`src/rtl/conv_pkg.sv`:
```
// Shared constants and types for the conv front end: frame geometry, kernel size,
// sequencer states and raster coordinate types.
package conv_pkg;

  localparam int IMG_W            = 32;
  localparam int IMG_H            = 32;
  localparam int KERNEL           = 5;
  localparam int NUM_CONV_FILTERS = 8;

  localparam int COL_W = $clog2(IMG_W);
  localparam int ROW_W = $clog2(IMG_H);

  typedef logic [ROW_W-1:0] row_t;
  typedef logic [COL_W-1:0] col_t;

  typedef struct packed {
    row_t row;
    col_t col;
  } coord_t;

  typedef enum logic [1:0] {
    IDLE  = 2'd0,
    RUN   = 2'd1,
    DRAIN = 2'd2
  } seq_state_t;

endpackage

```
`src/rtl/conv_coord_counter.sv`:
```
// Raster row/column counter: one step per inc, column wraps into row, row wraps to 0.
// Registered outputs; clr and rst both return to (0,0) on the next edge.
module conv_coord_counter #(
  parameter int IMG_W = conv_pkg::IMG_W,
  parameter int IMG_H = conv_pkg::IMG_H
) (
  input  logic                     clk,
  input  logic                     rst,
  input  logic                     clr,
  input  logic                     inc,
  output logic [$clog2(IMG_H)-1:0] row,
  output logic [$clog2(IMG_W)-1:0] col,
  output logic                     at_last
);

  localparam int RW = $clog2(IMG_H);
  localparam int CW = $clog2(IMG_W);
  localparam logic [RW-1:0] ROW_MAX = RW'(IMG_H - 1);
  localparam logic [CW-1:0] COL_MAX = CW'(IMG_W - 1);

  logic row_end;
  logic col_end;

  assign row_end = (row == ROW_MAX);
  assign col_end = (col == COL_MAX);
  assign at_last = row_end & col_end;

  always_ff @(posedge clk) begin
    if (rst || clr) begin
      row <= '0;
      col <= '0;
    end else if (inc) begin
      if (col_end) begin
        col <= '0;
        row <= row_end ? '0 : row + 1'b1;
      end else begin
        col <= col + 1'b1;
      end
    end
  end

endmodule

```
`src/rtl/conv_frame_sequencer.sv`:
```
// Frame controller between the feature FWFT and the conv engine: pops only while conv is
// ready, flags full-window pixels, flushes DRAIN_CYCLES after the last pixel, then pulses o_done.
module conv_frame_sequencer #(
  parameter int IMG_W        = conv_pkg::IMG_W,
  parameter int IMG_H        = conv_pkg::IMG_H,
  parameter int KERNEL       = conv_pkg::KERNEL,
  parameter int DRAIN_CYCLES = 8
) (
  input  logic                     i_clk,
  input  logic                     i_rst,
  input  logic                     i_start,
  input  logic                     i_feature_valid,
  input  logic                     i_conv_ready,
  output logic                     o_rd_en,
  output logic                     o_feature_valid,
  output logic                     o_window_valid,
  output logic                     o_last_feature,
  output logic [$clog2(IMG_H)-1:0] o_row,
  output logic [$clog2(IMG_W)-1:0] o_col,
  output logic [$clog2((IMG_W-KERNEL+1)*(IMG_H-KERNEL+1)+1)-1:0] o_window_count,
  output logic                     o_busy,
  output logic                     o_done
);

  import conv_pkg::*;

  localparam int RW  = $clog2(IMG_H);
  localparam int CW  = $clog2(IMG_W);
  localparam int WCW = $clog2((IMG_W-KERNEL+1)*(IMG_H-KERNEL+1)+1);
  localparam int DW  = $clog2(DRAIN_CYCLES + 1);

  localparam logic [RW-1:0] WIN_ROW    = RW'(KERNEL - 1);
  localparam logic [CW-1:0] WIN_COL    = CW'(KERNEL - 1);
  localparam logic [DW-1:0] DRAIN_LAST = DW'(DRAIN_CYCLES - 1);

  seq_state_t     state_q;
  logic [DW-1:0]  drain_q;
  logic [WCW-1:0] win_cnt_q;
  logic           done_q;

  logic start_ok;
  logic xfer;
  logic win;
  logic at_last;

  // A start coincident with o_done belongs to the frame that just ended and is dropped.
  assign start_ok = (state_q == IDLE) & i_start & ~done_q;

  assign o_rd_en         = (state_q == RUN) & i_conv_ready;
  assign xfer            = o_rd_en & i_feature_valid;
  assign win             = xfer & (o_row >= WIN_ROW) & (o_col >= WIN_COL);
  assign o_feature_valid = xfer;
  assign o_window_valid  = win;
  assign o_last_feature  = xfer & at_last;
  assign o_window_count  = win_cnt_q;
  assign o_busy          = (state_q != IDLE);
  assign o_done          = done_q;

  conv_coord_counter #(
    .IMG_W (IMG_W),
    .IMG_H (IMG_H)
  ) u_coord (
    .clk     (i_clk),
    .rst     (i_rst),
    .clr     (start_ok),
    .inc     (xfer),
    .row     (o_row),
    .col     (o_col),
    .at_last (at_last)
  );

  always_ff @(posedge i_clk) begin
    if (i_rst) begin
      state_q   <= IDLE;
      drain_q   <= '0;
      win_cnt_q <= '0;
      done_q    <= 1'b0;
    end else begin
      done_q <= 1'b0;
      case (state_q)
        IDLE: begin
          if (start_ok) begin
            state_q   <= RUN;
            win_cnt_q <= '0;
          end
        end
        RUN: begin
          if (win) begin
            win_cnt_q <= win_cnt_q + 1'b1;
          end
          if (xfer && at_last) begin
            state_q <= DRAIN;
            drain_q <= '0;
          end
        end
        DRAIN: begin
          if (drain_q == DRAIN_LAST) begin
            state_q <= IDLE;
            done_q  <= 1'b1;
          end else begin
            drain_q <= drain_q + 1'b1;
          end
        end
        default: state_q <= IDLE;
      endcase
    end
  end

endmodule

```
`config.mk`:
```
export PLATFORM = sky130hd
export DESIGN_NAME = conv_frame_sequencer
export DESIGN_NICKNAME = d
export VERILOG_FILES = /design/src/rtl/conv_pkg.sv /design/src/rtl/conv_coord_counter.sv /design/src/rtl/conv_frame_sequencer.sv
export SDC_FILE = /design/constraint.sdc
export NUM_CORES = 1
export LEC_CHECK = 0
export ABC_CLOCK_PERIOD_IN_PS = 1800
export BUFFER_PORTS_ARGS = -buffer_cell sky130_fd_sc_hd__buf_2
export CAP_MARGIN = 20
export CORE_AREA = 2 2 71 73
export DETAILED_ROUTE_END_ITERATION = 16
export DIE_AREA = 0 0 73 75
export GPL_ROUTABILITY_DRIVEN = 0
export PLACE_DENSITY = 0.59
export SLEW_MARGIN = 20
export SYNTH_ARGS = -nofsm -noshare
export SYNTH_HDL_FRONTEND = slang
export SYNTH_SLANG_ARGS = --single-unit
```
`constraint.sdc`:
```
create_clock -name i_clk -period 1.8 [get_ports i_clk]
set_clock_uncertainty 0.1 [all_clocks]
set_input_delay 0 -clock i_clk [delete_from_list [all_inputs] [get_ports i_clk]]
set_output_delay 0 -clock i_clk [all_outputs]
set_load 0.01 [all_outputs]
```
==> qor.yml, run 1 <==
global_route:
  grt_pass1_vias: 1273
  grt_pass1_wl_um: 5460
  grt_max_degree: 16
  antenna_found_initial: 0
  grt_usage_pct: 12.5
  gr-total-overflow: 0
critical_path:
  arrival_ps: 1920
  start_kind: "flip-flop"
  cp_slowest_stage_delay_ps: 600
  path_class: "flip-flop to flip-flop"
  path_common_cell: "ha_4"
  cp-end-kind: "flip-flop"
  crit_fanout: 5
  worstPathCellList: "ha_4, and3_4, ha_4, nand2_2, or4b_2, a21oi_1"
  crit_required_ps: 1910
  critPathSlowestCell: "or4b_2"
synthesis:
  yosys.area_share.simple_pct: 31.0
  syn-cell-area_sq_mm: 0.00135
  synthMuxAreaShare_pct: 2.23
  syn_inst: 165
  synthAdderAreaFrac_pct: 7.43
  synth_warnings: 0
  synth_top_family_by_area: "simple AND/OR/NAND/NOR gates"
  post_synth.cell_area_avg_sq_um: 8.17
  ys_ff_latch: 27
  synth_compound_area_share_pct: 12.2
  synth_xor_area_share_pct: 1.95
  synth-seq-area-share_pct: 40.1
  synth_fp_nets: 178
  ys_types: 31
floorplan:
  start_util_pct: 28.9
  rows: 25
  die_x_um: 73
  die_h_um: 75
  core_area_sq_mm: 0.00466
  fp.dieArea_sq_mm: 0.00548
  io_pins: 31
layout:
  final_common_cell: "buf_2"
  area_growth_pct: 43.0
  drive_gt1_share_pct: 39.7
  mostFrequentLayoutCells: "buf_2, buf_4, dfxtp_1"
  nFillCells: 490
  multiInputGateArea_sq_um: 811
  antenna-diode-count: 0
  final_area_sq_mm: 0.00193
  seqCellArea_sq_um: 554
  nets: 238
sta:
  finalHoldViolations: 0
  relSlewSlack_pct: 76.6
  whs_ps: 186
  min_period_ps: 1810
  clock.fmax_ghz: 0.553
  tightest_slew_ps: 348
  fin_crit_sh_pct: 101
  drv_slew: 0
  setup_viol: 1
  finalWorstSetupSlack_ps: -9.67
  grt_setup_unrepaired: "yes"
clock_network:
  clk_latency_ps: 280
  cts_htree_levels: 1
  clk_path_buf_depth: 2
  numCtsBuffers: 3
  root_buffer: "clkbuf_8"
  cts_tree: "done"
  clkSlewWorstSetupHoldPaths_ps: 100
  cts_sinks: 27
job:
  max-cap-violations: 0
route:
  postRouteAntennaNets: 0
  drt_iter0_drc: 36
  post_drt_wl_per_cell_um: 11.9
  drt-total-wl_um: 3310
  vias: 1349
  vias_per_cell: 4.85
  drt_pass1_iterations: 4
  post-route-drc-count: 0
status:
  status: "complete, but fails checks"
  violations: "setup timing"
placement:
  place_ws_ps: -40.3
  placed_area_sq_mm: 0.00179
  io_buffers: 30
  dp_hpwl_um: 2460
hold_path:
  hp-class: "input pin to flip-flop"
power_and_ir_drop:
  p_leak_uw: 0.000810
  ir_worst_vdd_uv: 333
  p_per_area_mw_per_mm2: 528
cells in the mapped netlist:
master | count | area share, %
a21oi_1 | 17 | 6.3
a2bb2oi_1 | 1 | 0.65
a31oi_1 | 3 | 1.4
a32oi_1 | 1 | 0.65
and3_1 | 5 | 2.3
buf_2 | 1 | 0.37
clkbuf_1 | 5 | 1.4
clkinv_1 | 1 | 0.28
dfxtp_1 | 27 | 40
ha_1 | 8 | 7.4
inv_1 | 11 | 3.1
mux2i_1 | 3 | 2.2
nand2_1 | 14 | 3.9
nand2b_1 | 1 | 0.46
nand3_1 | 9 | 3.3
nand3b_1 | 5 | 2.8
nand4_1 | 2 | 0.93
nand4b_1 | 2 | 1.3
nor2_1 | 13 | 3.6
nor2b_1 | 1 | 0.46
nor3_1 | 6 | 2.2
nor4_1 | 4 | 1.9
nor4b_1 | 2 | 1.3
o21ai_0 | 7 | 2.6
o31ai_1 | 1 | 0.56
or2_2 | 3 | 1.4
or3_1 | 3 | 1.4
or3b_2 | 2 | 1.3
or4_1 | 3 | 1.7
or4b_2 | 1 | 0.74
xnor2_1 | 3 | 2.0
worst max-delay path: cells and delay by family, from the launching register on:
kind / cells / cell delay, ps
fa+ha+maj: 2 / 290
compound gates: 1 / 140
flops: 1 / 370
simple gates: 3 / 850
through the flow:
stage | TNS, ps | utilization, % | total power, uW | cells
floorplan | -14.2 | - | 647 | 165
global placement | -6.73 | 38.5 | 673 | 270
detailed placement | -88.4 | 38.5 | 673 | 270
CTS | -42.1 | 40.4 | 1040 | 277
global route | -124 | 41.3 | 1070 | 278
finish | -9.67 | 41.3 | 1020 | 278
registers in the layout, indices dropped and copies added, names as in the netlist:
signal          cells
drain_q             4
o_done              1
o_window_count     10
state_q             2
u_coord.col         5
u_coord.row         5
report_power, final:
part           total (uW)  leakage, uW  switching [uW]  internal [uW]
logic                64.6     0.000562            35.7           28.9
registers             598     0.000222            1.41            597
clock network         355    0.0000255             199            155
total                1020     0.000810             237            781
cell families (layout without fill, tap and decap cells):
family,Yosys count,after routing
AOI/OAI and AO/OA,30,30
xor gates and xnor gates,3,3
adders and majority gates,8,8
buffers and inverters,18,77
DFF,27,27
muxes,3,3
and+or+nand+nor,76,76
cell type report:
type	instances	area share, %
clock buffer	3	2.14
multi-input combinational	120	42.1
clock inverter	1	0.260
tap	54	3.51
timing repair buffer	61	20.9
sequential	27	28.8
inverter	12	2.34
path summary, 6_finish.rpt:
path,from,to,slack [ps],cells after the start
max,u_coord.col[0],u_coord.row[2],-10,6
min reg2reg,drain_q[3],drain_q[3],380,2
min,i_start,state_q[0],190,5
max reg2reg,u_coord.col[0],u_coord.row[2],-10,6
per-layer routing:
| metal | global-route usage, % | share of wire (%) |
|---|---|---|
| met1 | 15.4 | 48 |
| met2 | 22.0 | 47 |
| met3 | 3.08 | 3.2 |
| met4 | 2.88 | 1.4 |
| met5 | 0 | 0 |
what timing repair did:
action / CTS / global route
pin swaps: 2 / 3
endpoints found under the setup margin: 4 / 9
setup buffers: 2 / 1
gates resized for setup: 4 / 8
hold buffers: 1 / 0
hold endpoints to repair: 9 / 0
Note: power is estimated with default switching activity, not from simulation.
==> run 2: changes to the inputs <==
RECOVER_POWER = 100   (was not set)
==> run 2 against run 1 <==
  * The flow still finishes with violations (setup timing)
  * Clock-buffer cell count did not move
  * Critical path depth decreased by 1
  * Utilization fell by 0.64 points
  * Cell count unchanged
  * Sequential share of layout area is 0.26 points higher
  * Power down 0.42%
  * Sequential power is essentially flat
  * Fmax is 1.6% lower
  * Critical endpoint unchanged
==> qor.yml, run 2 (synthesis results as in run 1) <==
status:
  status: "complete, but fails checks"  # unchanged
  violations: "setup timing"  # unchanged
clock_network:
  numCtsBuffers: 3  # unchanged
  cts_sinks: 27  # unchanged
  clkSlewWorstSetupHoldPaths_ps: 100  # about the same
  cts_tree: "done"  # unchanged
  cts_htree_levels: 1  # unchanged
  clk_path_buf_depth: 2  # unchanged
  root_buffer: "clkbuf_8"  # unchanged
  clk_latency_ps: 280  # about the same
layout:
  nFillCells: 505  # was 490
  mostFrequentLayoutCells: "buf_4, dfxtp_1, a21oi_1"  # was buf_2, buf_4, dfxtp_1
  seqCellArea_sq_um: 551  # was 554 sq um
  multiInputGateArea_sq_um: 808  # was 811 sq um
  final_common_cell: "buf_4"  # was buf_2
  largest_register_ffs: 10  # unchanged
  stdcell_count: 278  # unchanged
  drive_gt1_share_pct: 30.8  # was 39.7%
  nets: 238  # unchanged
  antenna-diode-count: 0  # unchanged
  fin_util_pct: 40.7  # was 41.3%
  area_growth_pct: 40.8  # was 43.0%
global_route:
  grt_pass1_wl_um: 5460  # unchanged
  grt_usage_pct: 12.5  # unchanged
  gr-total-overflow: 0  # unchanged
  antenna_found_initial: 0  # unchanged
  grt_pass1_vias: 1273  # unchanged
  grt_max_degree: 16  # unchanged
sta:
  setup_viol: 1  # unchanged
  min_period_ps: 1840  # was 1810 ps
  tightest_slew_ps: 340  # was 348 ps
  finalWorstSetupSlack_ps: -38.9  # was -9.67 ps
  tns_ps: -38.9  # was -9.67 ps
  relSlewSlack_pct: 77.2  # was 76.6%
  finalHoldViolations: 0  # unchanged
  grt_setup_unrepaired: "yes"  # unchanged
  fin_crit_sh_pct: 102  # was 101%
  drv_slew: 0  # unchanged
  clock.fmax_ghz: 0.544  # was 0.553 GHz
placement:
  io_buffers: 30  # unchanged
  numPlacedInstances: 270  # unchanged
  place_ws_ps: -40.3  # unchanged
  dp_hpwl_um: 2460  # unchanged
floorplan:
  die_h_um: 75  # unchanged
  fp.dieArea_sq_mm: 0.00548  # unchanged
  rows: 25  # unchanged
  start_util_pct: 28.9  # unchanged
  io_pins: 31  # unchanged
  core_area_sq_mm: 0.00466  # unchanged
  die_x_um: 73  # unchanged
power_and_ir_drop:
  switchingPower_uw: 235  # was 237 uW
  power_frac_clock_pct: 34.9  # about the same
  comb_power_share_pct: 6.1  # was 6.4%
  p_seq_share_pct: 59.0  # was 58.8%
  power_uw: 1010  # was 1020 uW
  ir_worst_vdd_uv: 330  # was 333 uV
  p_per_area_mw_per_mm2: 534  # was 528 mW/mm^2
  internal_power_uw: 778  # was 781 uW
  p_leak_uw: 0.000750  # was 0.000810 uW
  swShare_pct: 23.2  # was 23.3%
job:
  max-cap-violations: 0  # unchanged
critical_path:
  crit_required_ps: 1910  # about the same
  worstPathCellList: "ha_1, and3_4, ha_4, or4b_2, a21oi_1"  # was ha_4, and3_4, ha_4, nand2_2, or4b_2, a21oi_1
  arrival_ps: 1950  # was 1920 ps
  cp_slowest_stage_delay_ps: 630  # was 600 ps
  critPathSlowestCell: "or4b_2"  # unchanged
  path_class: "flip-flop to flip-flop"  # unchanged
  cp-end-kind: "flip-flop"  # unchanged
  start_kind: "flip-flop"  # unchanged
  crit_fanout: 5  # unchanged
route:
  drt_pass1_iterations: 4  # unchanged
  post_drt_wl_per_cell_um: 12.0  # was 11.9 um
  drt-total-wl_um: 3330  # was 3310 um
  postRouteAntennaNets: 0  # unchanged
  vias_per_cell: 4.86  # was 4.85
  post-route-drc-count: 0  # unchanged
  drt_iter0_drc: 34  # was 36
  vias: 1352  # was 1349
hold_path:
  hp-class: "input pin to flip-flop"  # unchanged
[run 2: changes by cell type in the layout (fill, tap and decap cells not counted)]
cell      previous run  this run
inv_2                1         0
buf_2               29        16
buf_4               27        24
dfxtp_2              5         2
clkbuf_1             0        15
clkbuf_4             0         1
dfxtp_1             20        23
inv_1               10        11
ha_2                 1         0
ha_1                 4         5
[run 2: timing repair]
item	in CTS	in global routing
pin swaps	2	3
hold endpoints to repair	9	0
hold buffers	1	0
gates resized for setup	4	8
buffers inserted	2	1
setup endpoints to repair	4	9
[run 2: worst paths after layout]
kind / slack [ps] / end / from / cells past startpoint
worst max-delay path: -40 / u_coord.row[2] / u_coord.row[0] / 5
worst min-delay path: 190 / state_q[0] / i_start / 5
worst max register to register: -40 / u_coord.row[2] / u_coord.row[0] / 5
worst min register to register: 380 / drain_q[3] / drain_q[3] / 2
[run 2: power groups by stage]
stage | logic (uW) | registers (uW) | clock network (uW)
after floorplan | 32.6 | 614 | 0
after global placement | 60.6 | 612 | 0
after detailed placement | 60.8 | 612 | 0
after CTS | 65.3 | 598 | 372
after global routing | 69.5 | 599 | 395
final | 62.0 | 598 | 353
[run 2: layout make-up]
type,count,share of cell area (%)
clock buffer,3,2.18
tap,54,3.56
inverter,12,2.37
multi-input combinational,120,42.6
clock inverter,1,0.264
sequential,27,29.0
timing repair buffer,61,20.0
[run 2: through the flow]
step | hold WS [ps] | cell area (sq um)
4_1_cts | 184 | 1880
5_1_grt | 250 | 1900
6_report | 193 | 1900
2_1_floorplan | 81.1 | 1410
3_5_place_dp | 238 | 1790
3_3_place_gp | 228 | 1790
[run 2: worst max-delay path, delay by kind of cell (launching register included)]
kind            cells  cell delay, ps
fa+ha+maj           2             380
simple gates        2             820
flops               1             330
compound gates      1             140
[run 2: per-layer routing]
layer  track usage [%]  routed length [um]  share of wire [%]
met3              3.08                 101                3.0
met1              15.4                1610                 49
met2              22.0                1560                 47
met5                 0                   0                  0
met4              2.88                  46                1.4
